File: config.mk
export PLATFORM = sky130hd
export DESIGN_NAME = mem_port_arbiter
export DESIGN_NICKNAME = d
export VERILOG_FILES = /design/src/rtl/mem_port_arbiter.sv
export SDC_FILE = /design/constraint.sdc
export NUM_CORES = 1
export LEC_CHECK = 0
export ABC_AREA = 1
export BUFFER_PORTS_ARGS = -buffer_cell sky130_fd_sc_hd__clkbuf_2
export CORE_MARGIN = 2
export CORE_UTILIZATION = 51
export DETAILED_ROUTE_END_ITERATION = 12
export PLACE_DENSITY = 0.81
export SYNTH_ARGS = -nofsm -noshare
export SYNTH_HDL_FRONTEND = slang
export SYNTH_SLANG_ARGS = --single-unit
File: constraint.sdc
create_clock -name clk -period 2.32 [get_ports clk]
set_input_delay 0.232 -clock clk [delete_from_list [all_inputs] [get_ports clk]]
set_output_delay 0.232 -clock clk [all_outputs]
set_load 0.05 [all_outputs]
File: src/rtl/mem_port_arbiter.sv
// -----------------------------------------------------------------------------
// mem_port_arbiter
//
// Shares one single-port, fixed-latency unified memory between the instruction
// fetch port (I) and the load/store port (D). One requester is granted at a
// time. The access is held on the mem_* bus for exactly LATENCY cycles. The
// result is returned with a one-cycle ready pulse on the granted port.
//
// Optional feature macro: MEM_ARB_ROUND_ROBIN_EN
//   defined     : simultaneous requests alternate, based on the last grant
//   not defined : fixed D-port priority
//
// Parameters
//   LATENCY  memory access cycles (mem_valid high time), 1..15
//   AW       address width
//   DW       data width
//
// Ports
//   clk        rising-edge clock
//   reset      asynchronous, active-low reset
//   i_req      fetch request, held until i_ready or i_kill
//   i_addr     fetch address
//   i_kill     IF flush; cancels delivery of the fetch in flight
//   i_ready    one-cycle pulse, i_rdata valid
//   i_rdata    fetched instruction (registered)
//   i_stall    fetch port stall to pipeline control
//   d_req      data request, held until d_ready
//   d_we       1 = store, 0 = load
//   d_addr     data address
//   d_wdata    store data
//   d_ready    one-cycle pulse, access complete (d_rdata valid for loads)
//   d_rdata    load data (registered)
//   d_stall    data port stall to pipeline control
//   mem_valid  memory access in progress
//   mem_we     write strobe
//   mem_addr   latched access address
//   mem_wdata  latched store data
//   mem_rdata  memory read data, valid in the last access cycle
// -----------------------------------------------------------------------------
module mem_port_arbiter #(
    parameter int unsigned LATENCY = 4,
    parameter int unsigned AW      = 32,
    parameter int unsigned DW      = 32
) (
    input  logic          clk,
    input  logic          reset,
    input  logic          i_req,
    input  logic [AW-1:0] i_addr,
    input  logic          i_kill,
    output logic          i_ready,
    output logic [DW-1:0] i_rdata,
    output logic          i_stall,
    input  logic          d_req,
    input  logic          d_we,
    input  logic [AW-1:0] d_addr,
    input  logic [DW-1:0] d_wdata,
    output logic          d_ready,
    output logic [DW-1:0] d_rdata,
    output logic          d_stall,
    output logic          mem_valid,
    output logic          mem_we,
    output logic [AW-1:0] mem_addr,
    output logic [DW-1:0] mem_wdata,
    input  logic [DW-1:0] mem_rdata
);

    typedef enum logic [1:0] {
        IDLE   = 2'd0,
        BUSY_I = 2'd1,
        BUSY_D = 2'd2
    } state_t;

    // The counter is loaded with LATENCY-1 so that the access ends on cnt==0.
    localparam logic [3:0] CNT_LOAD = 4'(LATENCY - 1);

    state_t        state_q;
    logic [3:0]    cnt_q;
    logic          killed_q;
    logic          iReady_q;
    logic          dReady_q;
    logic [DW-1:0] iRdata_q;
    logic [DW-1:0] dRdata_q;
    logic          memValid_q;
    logic          memWe_q;
    logic [AW-1:0] memAddr_q;
    logic [DW-1:0] memWdata_q;
`ifdef MEM_ARB_ROUND_ROBIN_EN
    logic          lastGrantD_q;
`endif

    logic iCand;
    logic dCand;
    logic grantI;
    logic grantD;

    // A port whose ready pulse is out this cycle is still holding its old
    // request, so it is masked to avoid granting that request a second time.
    // A killed fetch is never granted.
    always_comb begin
        iCand  = i_req & ~iReady_q & ~i_kill;
        dCand  = d_req & ~dReady_q;
`ifdef MEM_ARB_ROUND_ROBIN_EN
        grantD = dCand & (~iCand | ~lastGrantD_q);
`else
        grantD = dCand;
`endif
        grantI = iCand & ~grantD;
    end

    // Arbitration FSM. All outputs toward the memory and the ready/rdata
    // outputs are registered here. The ready flags default to 0 so that they
    // only pulse for one cycle.
    always_ff @(posedge clk or negedge reset) begin
        if (!reset) begin
            state_q      <= IDLE;
            cnt_q        <= 4'd0;
            killed_q     <= 1'b0;
            iReady_q     <= 1'b0;
            dReady_q     <= 1'b0;
            iRdata_q     <= '0;
            dRdata_q     <= '0;
            memValid_q   <= 1'b0;
            memWe_q      <= 1'b0;
            memAddr_q    <= '0;
            memWdata_q   <= '0;
`ifdef MEM_ARB_ROUND_ROBIN_EN
            lastGrantD_q <= 1'b1;
`endif
        end else begin
            iReady_q <= 1'b0;
            dReady_q <= 1'b0;
            case (state_q)
                IDLE: begin
                    if (grantD) begin
                        state_q      <= BUSY_D;
                        cnt_q        <= CNT_LOAD;
                        memValid_q   <= 1'b1;
                        memWe_q      <= d_we;
                        memAddr_q    <= d_addr;
                        memWdata_q   <= d_wdata;
`ifdef MEM_ARB_ROUND_ROBIN_EN
                        lastGrantD_q <= 1'b1;
`endif
                    end else if (grantI) begin
                        state_q      <= BUSY_I;
                        cnt_q        <= CNT_LOAD;
                        killed_q     <= 1'b0;
                        memValid_q   <= 1'b1;
                        memWe_q      <= 1'b0;
                        memAddr_q    <= i_addr;
                        memWdata_q   <= '0;
`ifdef MEM_ARB_ROUND_ROBIN_EN
                        lastGrantD_q <= 1'b0;
`endif
                    end
                end
                BUSY_I: begin
                    // A flush during the fetch lets the memory access finish
                    // but suppresses delivery to the pipeline.
                    if (i_kill) begin
                        killed_q <= 1'b1;
                    end
                    if (cnt_q == 4'd0) begin
                        state_q    <= IDLE;
                        memValid_q <= 1'b0;
                        iRdata_q   <= mem_rdata;
                        iReady_q   <= ~(killed_q | i_kill);
                    end else begin
                        cnt_q <= cnt_q - 4'd1;
                    end
                end
                BUSY_D: begin
                    if (cnt_q == 4'd0) begin
                        state_q    <= IDLE;
                        memValid_q <= 1'b0;
                        dRdata_q   <= mem_rdata;
                        dReady_q   <= 1'b1;
                    end else begin
                        cnt_q <= cnt_q - 4'd1;
                    end
                end
                default: begin
                    state_q    <= IDLE;
                    memValid_q <= 1'b0;
                end
            endcase
        end
    end

    // A kill arriving in the ready cycle itself still cancels delivery.
    // Stalls are gated by reset so that every output reads 0 while reset is held.
    assign i_ready   = iReady_q & ~i_kill;
    assign d_ready   = dReady_q;
    assign i_rdata   = iRdata_q;
    assign d_rdata   = dRdata_q;
    assign i_stall   = reset & i_req & ~i_ready & ~i_kill;
    assign d_stall   = reset & d_req & ~d_ready;
    assign mem_valid = memValid_q;
    assign mem_we    = memWe_q;
    assign mem_addr  = memAddr_q;
    assign mem_wdata = memWdata_q;

endmodule

==> results of run 1 <==
==> worst min-delay path, cell delays in order <==
cell and delay [ns]:
clkbuf_2 0.09, nand2_1 0.04, nand2_1 0.05
==> Yosys cell counts <==
| cell | count | area, µm² |
|---|---|---|
| nor2_4 | 2 | 22.5 |
| o21ai_0 | 43 | 215 |
| buf_4 | 1 | 7.51 |
| ha_1 | 6 | 75.1 |
| o21ai_1 | 54 | 270 |
| nand3_2 | 1 | 10.0 |
| a21oi_1 | 1 | 5.00 |
| buf_2 | 9 | 45.0 |
| inv_2 | 2 | 7.51 |
| nor4_1 | 1 | 6.26 |
| buf_1 | 2 | 7.51 |
| nand2_2 | 1 | 6.26 |
| buf_6 | 17 | 191 |
| o21ai_2 | 4 | 35.0 |
| nand3_1 | 36 | 180 |
| nand2_4 | 2 | 22.5 |
| nor2_1 | 9 | 33.8 |
| nand2_1 | 357 | 1340 |
| inv_1 | 46 | 173 |
| dfrtp_1 | 139 | 3480 |
| nor2_2 | 1 | 6.26 |
| clkbuf_1 | 12 | 45.0 |
| xnor2_1 | 1 | 8.76 |
| clkbuf_2 | 1 | 5.00 |
==> path summary, 6_finish.rpt <==
kind | to | cells past startpoint | startpoint | slack, ns
max | d_rdata[23] | 7 | cnt_q[0] | 0.52
max in group asynchronous | i_rdata[5] | 3 | reset | 1.21
min reg2reg | iReady_q | 1 | killed_q | 0.46
min in group asynchronous | mem_addr[3] | 3 | reset | 0.48
min | d_rdata[12] | 3 | mem_rdata[12] | 0.04
max reg2reg | d_rdata[23] | 7 | cnt_q[0] | 0.52
==> layer usage <==
| layer | part of all wire, % | wire (µm) | GRT usage, % |
|---|---|---|---|
| met1 | 42 | 6980 | 34.2 |
| met2 | 47 | 7680 | 40.4 |
| met3 | 8.1 | 1340 | 7.20 |
| met4 | 3.1 | 509 | 11.2 |
| met5 | 0 | 0 | 0 |
==> cell families after synthesis <==
| group | synth area share (%) |
|---|---|
| simple gates | 26.3 |
| flops | 56.1 |
| compound gates | 8.48 |
| buf+inv | 7.77 |
| fa+ha+maj | 1.21 |
| xor+xnor | 0.141 |
==> cell type report <==
type                    instances  area [µm²]  area share (%)
multi-input cells             519        2240            27.4
clock inverters                14         169            2.07
repair buffers                279        1470            18.1
well taps                     147         184            2.26
clock buffers                  18         429            5.27
flip-flops and latches        139        3480            42.7
inverters                      48         180            2.21
==> stage by stage <==
step	instances	total power, mW	util [%]	hold WS [ns]
finish	1164	14.7	68.4	0.0376
global route	1164	15.6	68.4	0.0387
CTS	1164	14.8	68.4	0.0215
detailed placement	1131	12.0	63.3	0.429
global placement	1131	11.9	63.3	0.431
floorplan	748	10.2	-	-0.0636
==> sequential cells by signal, indices dropped and copies added, names as in the netlist <==
name       flops
d_ready        1
iReady_q       1
state_q        2
mem_addr      32
cnt_q          4
d_rdata       32
mem_valid      1
mem_we         1
mem_wdata     32
i_rdata       32
killed_q       1
==> power groups by stage <==
| stage | Sequential [mW] | Combinational [mW] | Clock (mW) |
|---|---|---|---|
| after global placement | 4.22 | 7.69 | 0 |
| after floorplan | 8.03 | 2.15 | 0 |
| after CTS | 4.22 | 7.81 | 2.78 |
| final | 4.23 | 7.77 | 2.72 |
| after global routing | 4.36 | 8.32 | 2.89 |
| after detailed placement | 4.22 | 7.81 | 0 |
==> repair_timing <==
item	CTS	global route
hold buffers	1	0
hold endpoints to repair	10	0
setup buffers	0	0
setup endpoints to repair	0	0
==> metrics.txt, run 1 <==
outcome=finished, final reports clean; final-report max-slew violation count=0; data arrival at the endpoint of the critical path=2.14 ns; die extent in y=114 µm; Worst Clk Skew=0.00701 ns; switching portion of total power=53.4%; count of final setup violators=0; relative area change from synthesis to final layout=31.5%; register bit total from synthesis=139; total track usage=25.9%; drt first-iter violations=365; Avg WL per Cell=14.2 µm; time the worst path needs with I/O delays and setup=1.80 ns; largest net degree at the start of global routing=140; final cycle utilization of the critical path=77.4%; fraction of layout cells with a size suffix above 1=31.7%; number of buffers inserted by port buffering=267; Yosys warning total=0; total number of vias=5790; count of mapped cells out of synthesis=748; slowest library cell on the worst path=nor2_4; Sinks on Clock Net=139; most common cell after layout, fill and taps aside=nand2_1; most frequent cell on the critical path=nand2_1; leakage power figure=4.63 nW; Worst Path Buf+Inv=2; global-route congestion overflow total=0; Clock power frac=18.5%; fraction of the yosys area taken by sequential cells=56.1%; later-pin clock latency in the skew report=0.40 ns; effective utilization at floorplan=52.0%; Logic pwr share=52.8%; via count of the first global-routing pass=5501; TritonCTS clock tree=built; final antenna diode count=0; Crit Path Max Fanout=28; count of pins on the block boundary=268; final standard cell area without fillers=8150 µm²; maximum buffer depth of the clock tree=2; Syn Nets=888; Data required, critical path=2.66 ns; number of buffers added by the clock tree synthesis step=17; critical path class=reg2reg; Setup TNS Final=0 ns; cell family contributing the most delay on the critical path=simple AND/OR/NAND/NOR gates; type of element launching the critical path=flip-flop; setup repair after global routing missed its margin=no; count of fill cells added during filler insertion=977; most used cells in the layout excluding fill and tap cells=nand2_1 (357), clkbuf_2 (266), dfrtp_1 (139); number of DRC violations after detailed routing=0; number of H-tree branching levels=4; DIE AREA=13000 µm²; max incr delay on CP=0.42 ns; area of the mapped netlist=6200 µm²; routed wire length=16.5 mm; clock root buffer=clkbuf_16; area inside the core boundary=11900 µm²; setup ws final=0.524 ns; final HPWL from detailed placement=11.6 mm; kind of end point of the critical path=flip-flop; Placed Instance Area=7540 µm²; width of the die=114 µm; pin slew with the least headroom to its limit=0.795 ns; DRT Pass-1 Iters=5; cell breakdown of the critical path=inv_1 -> ha_1 -> nand2_4 -> nor2_4 -> buf_12 -> nand2_1 -> nand2_1; first-pass GRT wire length=26.6 mm; DRT antenna net count=0; path type of the worst min-delay path=in2reg; clock-pin slew reported for the worst setup and hold paths after clock tree synthesis=0.06 ns; worst relative slew slack=47.0%; Internal Power=6.86 mW; power per cell area=1810 nW/µm²; final net count=1144; count of standard-cell rows=40; maxcap violations=0; number of vias per cell=4.97; worst slack, placed=0.553 ns; Max Clk Rate=557 MHz; initial antenna violation count=0; unique cell type count in the Yosys netlist=24; peak supply drop=1290 µV; Hold Vio Cnt, Final=0; Seq pwr share=28.7%; cts repair resizes=0; GP Congestion=0.825; switching component of the power=7.86 mW; Avg Inst Size Synth=8.29 µm²
No activity file was read; power rests on OpenSTA's default activity.
==> run 2: changes to the inputs <==
- CORE_UTILIZATION: 51 -> 48
- PLACE_DENSITY: 0.81 -> 0.77
- clock period: 2.32 -> 1.88 ns (I/O delays scaled with it)
==> run 2 against run 1 <==
Effect of this change: setup slack lost 0.30 ns; critical path depth shrank 3; clock skew is essentially flat; flip-flop and latch count is the same; core utilization grew 1.2 points; final cell count grew 7.0%; total power grew 27%; clock power grew 33%; non-clock buffer count grew 55; critical path type is now reg2out; largest cell class unchanged.
==> metrics.txt, run 2 (same netlist as run 1, synthesis figures left out) <==
outcome=finished, final reports clean; Logic pwr share=52.7% (about the same); Crit. Startpoint=d_ready; cell breakdown of the critical path=inv_2 -> nand2_4 -> nor2_2 -> clkbuf_2; worst hold slack across all endpoints=0.0186 ns (-0.0190 ns); final-report max-slew violation count=0 (unchanged); switching portion of total power=53.3% (-0.14 points); Total Power=18.7 mW (+27%); Worst Clk Skew=0.00724 ns (+0.000233 ns); final HPWL from detailed placement=11.4 mm (-1.7%); number of buffers inserted by port buffering=267 (unchanged); cell family contributing the most delay on the critical path=buffers and inverters; Setup TNS Final=0 ns (unchanged); clock root buffer=clkbuf_16; count of standard-cell rows=41 (+2.5%); DRT antenna net count=0 (unchanged); fraction of layout cells with a size suffix above 1=30.4% (-1.3 points); Avg WL per Cell=14.8 µm (+4.5%); global-route congestion overflow total=0 (unchanged); maxcap violations=0 (unchanged); max incr delay on CP=0.40 ns (-0.02 ns); critical path class=reg2out; width of the die=118 µm (+3.0%); depth of the worst hold-timing path=3 (unchanged); Hold Vio Cnt, Final=0 (unchanged); time the worst path needs with I/O delays and setup=1.66 ns; first-pass GRT wire length=29.8 mm (+12%); drt first-iter violations=408 (+12%); Worst Path Buf+Inv=2 (unchanged); peak supply drop=1550 µV (+20%); most used cells in the layout excluding fill and tap cells=nand2_1 (357), clkbuf_2 (266), dfrtp_1 (139); GP Congestion=0.850 (+3.0%); maximum buffer depth of the clock tree=2 (unchanged); count of pins on the block boundary=268 (unchanged); final net count=1200 (+4.9%); Crit Path Max Fanout=11 (-61%); DRT Pass-1 Iters=5 (unchanged); total track usage=27.0% (+1.2 points); count of fill cells added during filler insertion=978 (+0.10%); number of DRC violations after detailed routing=0 (unchanged); relative area change from synthesis to final layout=41.8%; multi-input logic area=2250 µm² (+0.62%); flop-to-flop setup slack=0.27 ns (-0.25 ns); number of H-tree branching levels=4 (unchanged); worst relative slew slack=49.7% (+2.7 points); end of the worst register-to-register path=i_rdata[27]; # Post-CTS Setup Buffers=0 (unchanged); later-pin clock latency in the skew report=0.42 ns (+0.02 ns); Hold Crit Endpoint=mem_wdata[1]; kind of end point of the critical path=output pin; register area=3480 µm² (unchanged); final antenna diode count=0 (unchanged); Seq pwr share=28.0% (-0.7 points); switching component of the power=9.95 mW (+27%); effective utilization at floorplan=49.1% (-2.9 points); routed wire length=18.5 mm (+12%); path type of the worst min-delay path=in2reg; type of element launching the critical path=flip-flop; leakage power figure=4.90 nW (+5.8%); final cycle utilization of the critical path=88.3%; Core Util, Final=69.6% (+1.2 points); clock-pin slew reported for the worst setup and hold paths after clock tree synthesis=0.06 ns (about the same); Clock power frac=19.3% (+0.8 points); area inside the core boundary=12600 µm² (+5.9%); power per cell area=2130 nW/µm² (+18%); die extent in y=118 µm (+3.0%); Crit Reg-Reg Startpoint=cnt_q[0]; TritonCTS clock tree=built; number of buffers added by the clock tree synthesis step=17 (unchanged); Internal Power=8.74 mW (+27%); slowest library cell on the worst path=dfrtp_1; DIE AREA=13800 µm² (+6.0%); pin slew with the least headroom to its limit=0.754 ns (-0.0405 ns); most common cell after layout, fill and taps aside=nand2_1; number of vias per cell=4.91 (-1.2%); launch instance of the worst min-delay path=d_wdata[1]; count of final setup violators=0 (unchanged); setup repair after global routing missed its margin=no; Max Clk Rate=602 MHz; data arrival at the endpoint of the critical path=1.47 ns (-0.67 ns); initial antenna violation count=0 (unchanged); total number of vias=6117 (+5.6%); Sinks on Clock Net=139 (unchanged); worst reg2reg path depth=7 (unchanged); largest net degree at the start of global routing=140 (unchanged); via count of the first global-routing pass=6007 (+9.2%); Data required, critical path=1.69 ns (-0.97 ns)
[run 2: power groups by stage]
stage	registers, mW	logic [mW]	clock network (mW)
after floorplan	9.91	2.66	0
after global placement	5.17	9.60	0
after detailed placement	5.19	9.70	0
after CTS	5.19	9.80	3.65
after global routing	5.38	10.5	3.80
final	5.22	9.86	3.61
[run 2: worst max-delay path by stage]
stage	to	slack (ns)	depth (start not counted)
3_5_place_dp	d_rdata[13]	0.16	6
2_1_floorplan	d_stall	0.22	4
6_report	d_stall	0.22	4
3_3_place_gp	d_rdata[23]	0.23	6
5_1_grt	d_rdata[25]	0.15	6
4_1_cts	d_rdata[13]	0.13	6
[run 2: final cells by class]
class	instances	share of cell area [%]
inverter	48	2.05
timing repair buffer	334	23.0
tap	172	2.45
clock inverter	15	2.44
clock buffer	17	4.84
multi-input combinational	520	25.6
sequential	139	39.6
[run 2: per-layer routing]
| layer | track usage [%] | share of wire, % | up-vias |
|---|---|---|---|
| met5 | 0 | 0 | - |
| met4 | 13.0 | 3.9 | 0 |
| met3 | 7.80 | 7.7 | 61 |
| met2 | 45.6 | 50 | 276 |
| met1 | 31.7 | 39 | 2827 |
| li1 | - | - | 2953 |
[run 2: tightest hold or removal path, stage by stage]
cell	delay [ns]
clkbuf_2	0.08
inv_1	0.04
o21ai_0	0.08
[run 2: what timing repair did]
| item | CTS | global route |
|---|---|---|
| gates resized for setup | 0 | 1 |
| hold endpoints to repair | 224 | 0 |
| endpoints found under the setup margin | 0 | 20 |
| hold buffers | 55 | 0 |
[run 2: metrics by stage]
step / cell area [µm²] / worst slack (ns) / instances
floorplan: 6200 / 0.218 / 748
global placement: 7580 / 0.228 / 1157
detailed placement: 7580 / 0.156 / 1157
CTS: 8770 / 0.132 / 1244
global route: 8780 / 0.153 / 1245
finish: 8780 / 0.220 / 1245
==> run 3: changes to the inputs <==
- BUFFER_PORTS_ARGS: -buffer_cell sky130_fd_sc_hd__clkbuf_2 -> -buffer_cell sky130_fd_sc_hd__buf_2
==> run 3 against run 2 <==
Effect of this change: flip-flop and latch count unchanged; non-clock buffer count decreased by 20; routed wire length decreased by 4.7%; count of clock-buffer cells in the layout increased by 7; global-route usage decreased by 1.5 points; core utilization decreased by 2.2 points; largest power group unchanged; highest routed layer unchanged.
==> metrics.txt, run 3 (same netlist as run 1, synthesis figures left out) <==
via count of the first global-routing pass=5886 (-2.0%); die extent in y=118 µm (unchanged); routed wire length=17.6 mm (-4.7%); worst relative slew slack=49.3% (-0.48 points); number of buffers added by the clock tree synthesis step=17 (unchanged); path type of the worst min-delay path=in2reg; drt first-iter violations=428 (+4.9%); kind of end point of the critical path=output pin; most frequent cell on the critical path=buf_2; Core Util, Final=67.4% (-2.2 points); area inside the core boundary=12600 µm² (unchanged); width of the die=118 µm (unchanged); switching component of the power=9.68 mW (-2.7%); GP Congestion=0.829 (-2.4%); final net count=1180 (-1.7%); depth of the worst hold-timing path=3 (unchanged); Internal Power=8.56 mW (-2.1%); number of buffers inserted by port buffering=267 (unchanged); first-pass GRT wire length=28.6 mm (-4.1%); most used cells in the layout excluding fill and tap cells=nand2_1 (357), buf_2 (266), dfrtp_1 (139); Total Power=18.2 mW (-2.4%); max incr delay on CP=0.55 ns (+0.15 ns); maxcap violations=0 (unchanged); DIE AREA=13800 µm² (unchanged); Data required, critical path=1.69 ns (about the same); pin slew with the least headroom to its limit=0.761 ns (+0.00719 ns); Max Clk Rate=593 MHz (-1.5%); worst hold slack across all endpoints=0.0161 ns (-0.00249 ns); met2 track demand over resource=42.3% (-3.3 points); global route hottest layer=met2; Clock power frac=17.8% (-1.5 points); later-pin clock latency in the skew report=0.41 ns (about the same); Crit Path Max Fanout=4 (-7); Logic pwr share=54.0% (+1.3 points); count of standard-cell rows=41 (unchanged); count of fill cells added during filler insertion=1017 (+4.0%); maximum buffer depth of the clock tree=2 (unchanged); end of the worst register-to-register path=d_rdata[6]; initial antenna violation count=0 (unchanged); final antenna diode count=0 (unchanged); cell family contributing the most delay on the critical path=buffers and inverters; Hold Vio Cnt, Final=0 (unchanged); total track usage=25.6% (-1.5 points); launch instance of the worst min-delay path=d_wdata[24]; clock root buffer=clkbuf_16; leakage power figure=4.75 nW (-3.0%); peak supply drop=1410 µV (-9.4%); worst reg2reg path depth=6 (-1); effective utilization at floorplan=49.1% (unchanged); relative area change from synthesis to final layout=37.3%; GR Util met3=8.14% (+0.34 points); grt met1 use=30.7% (-0.97 points); outcome=finished, final reports clean; type of element launching the critical path=primary input; number of H-tree branching levels=4 (unchanged); Avg WL per Cell=14.4 µm (-3.0%); data arrival at the endpoint of the critical path=1.50 ns (+0.03 ns); time the worst path needs with I/O delays and setup=1.69 ns (+0.0253 ns); TritonCTS clock tree=built; Hold Crit Endpoint=mem_wdata[24]; DRT antenna net count=0 (unchanged); Sinks on Clock Net=139 (unchanged); setup repair after global routing missed its margin=no; critical path class=in2out; count of pins on the block boundary=268 (unchanged); cell breakdown of the critical path=dlygate4sd3_1 -> buf_2 -> inv_1 -> nand3_2 -> nor2_1 -> buf_2; Seq pwr share=28.2% (+0.2 points); flop-to-flop setup slack=0.28 ns (about the same); total number of vias=5961 (-2.6%); final-report max-slew violation count=0 (unchanged); number of DRC violations after detailed routing=0 (unchanged); clock-pin slew reported for the worst setup and hold paths after clock tree synthesis=0.05 ns (about the same); Crit Reg-Reg Startpoint=state_q[0]; most common cell after layout, fill and taps aside=nand2_1; largest net degree at the start of global routing=140 (unchanged); fraction of layout cells with a size suffix above 1=30.6% (+0.26 points); DRT Pass-1 Iters=7 (+2); global-route congestion overflow total=0 (unchanged); count of final setup violators=0 (unchanged); number of vias per cell=4.87 (-0.80%); # Post-CTS Setup Buffers=0 (unchanged); switching portion of total power=53.1% (-0.16 points); slowest library cell on the worst path=dlygate4sd3_1; final cycle utilization of the critical path=89.7% (+1.3 points); Worst Clk Skew=0.00541 ns (-0.00183 ns); final HPWL from detailed placement=11.5 mm (+0.67%); Worst Path Buf+Inv=4 (+2); power per cell area=2140 nW/µm² (+0.73%); Setup TNS Final=0 ns (unchanged)
[run 3: cell types whose count changed in the layout (fill, tap and decap cells not counted)]
| cell | previous run | this run |
|---|---|---|
| inv_8 | 1 | 0 |
| bufinv_16 | 4 | 2 |
| buf_4 | 9 | 11 |
| dlygate4sd3_1 | 55 | 33 |
| inv_6 | 3 | 0 |
| clkbuf_1 | 0 | 4 |
| clkbuf_8 | 0 | 3 |
| clkinvlp_4 | 1 | 2 |
| clkbuf_2 | 266 | 0 |
| clkinv_4 | 5 | 1 |
| buf_2 | 0 | 266 |
[run 3: worst register-to-register path: stages (launching register included)]
cell and delay (ns):
dfrtp_1 0.41, inv_1 0.09, ha_1 0.20, inv_1 0.20, buf_4 0.37, o21ai_0 0.18
nand2_1 0.09
[run 3: power by group through the flow]
| stage | registers (mW) | logic (mW) | clock network, mW |
|---|---|---|---|
| after floorplan | 9.91 | 2.66 | 0 |
| after global placement | 5.10 | 9.67 | 0 |
| after detailed placement | 5.13 | 9.78 | 0 |
| after CTS | 5.13 | 9.86 | 3.30 |
| after global routing | 5.32 | 10.5 | 3.41 |
| final | 5.14 | 9.85 | 3.25 |
[run 3: metrics by stage]
step | cell area, µm² | std cells | worst slack [ns]
2_1_floorplan | 6200 | 748 | 0.218
3_3_place_gp | 7600 | 1159 | 0.220
3_5_place_dp | 7600 | 1159 | 0.143
4_1_cts | 8500 | 1222 | 0.104
5_1_grt | 8510 | 1223 | 0.145
6_report | 8510 | 1223 | 0.194
[run 3: cell type report]
type / count / area [µm²] / area share, %
multi-input cells: 520 / 2250 / 26.4
flip-flops and latches: 139 / 3480 / 40.9
clock inverters: 6 / 88.8 / 1.04
inverters: 48 / 180 / 2.12
clock buffers: 24 / 482 / 5.66
well taps: 172 / 215 / 2.53
repair buffers: 314 / 1820 / 21.3
[run 3: how the worst max path moves through the flow]
stage / startpoint / end / slack, ns / cells past startpoint
floorplan: d_ready / d_stall / 0.22 / 4
global placement: cnt_q[0] / d_rdata[0] / 0.22 / 6
detailed placement: cnt_q[0] / d_rdata[20] / 0.14 / 6
CTS: cnt_q[0] / d_rdata[6] / 0.10 / 6
global route: state_q[0] / mem_addr[16] / 0.15 / 6
finish: i_kill / i_stall / 0.19 / 6
[run 3: routing by layer]
metal / share of wire (%) / wire length, µm
met1: 39 / 6910
met5: 0 / 0
met4: 3.4 / 602
met3: 7.9 / 1400
met2: 49 / 8680
[run 3: repair_timing]
action	in CTS	in global routing
resized for setup	0	1
endpoints found under the setup margin	0	17
hold endpoints to repair	197	0
hold buffers	33	0
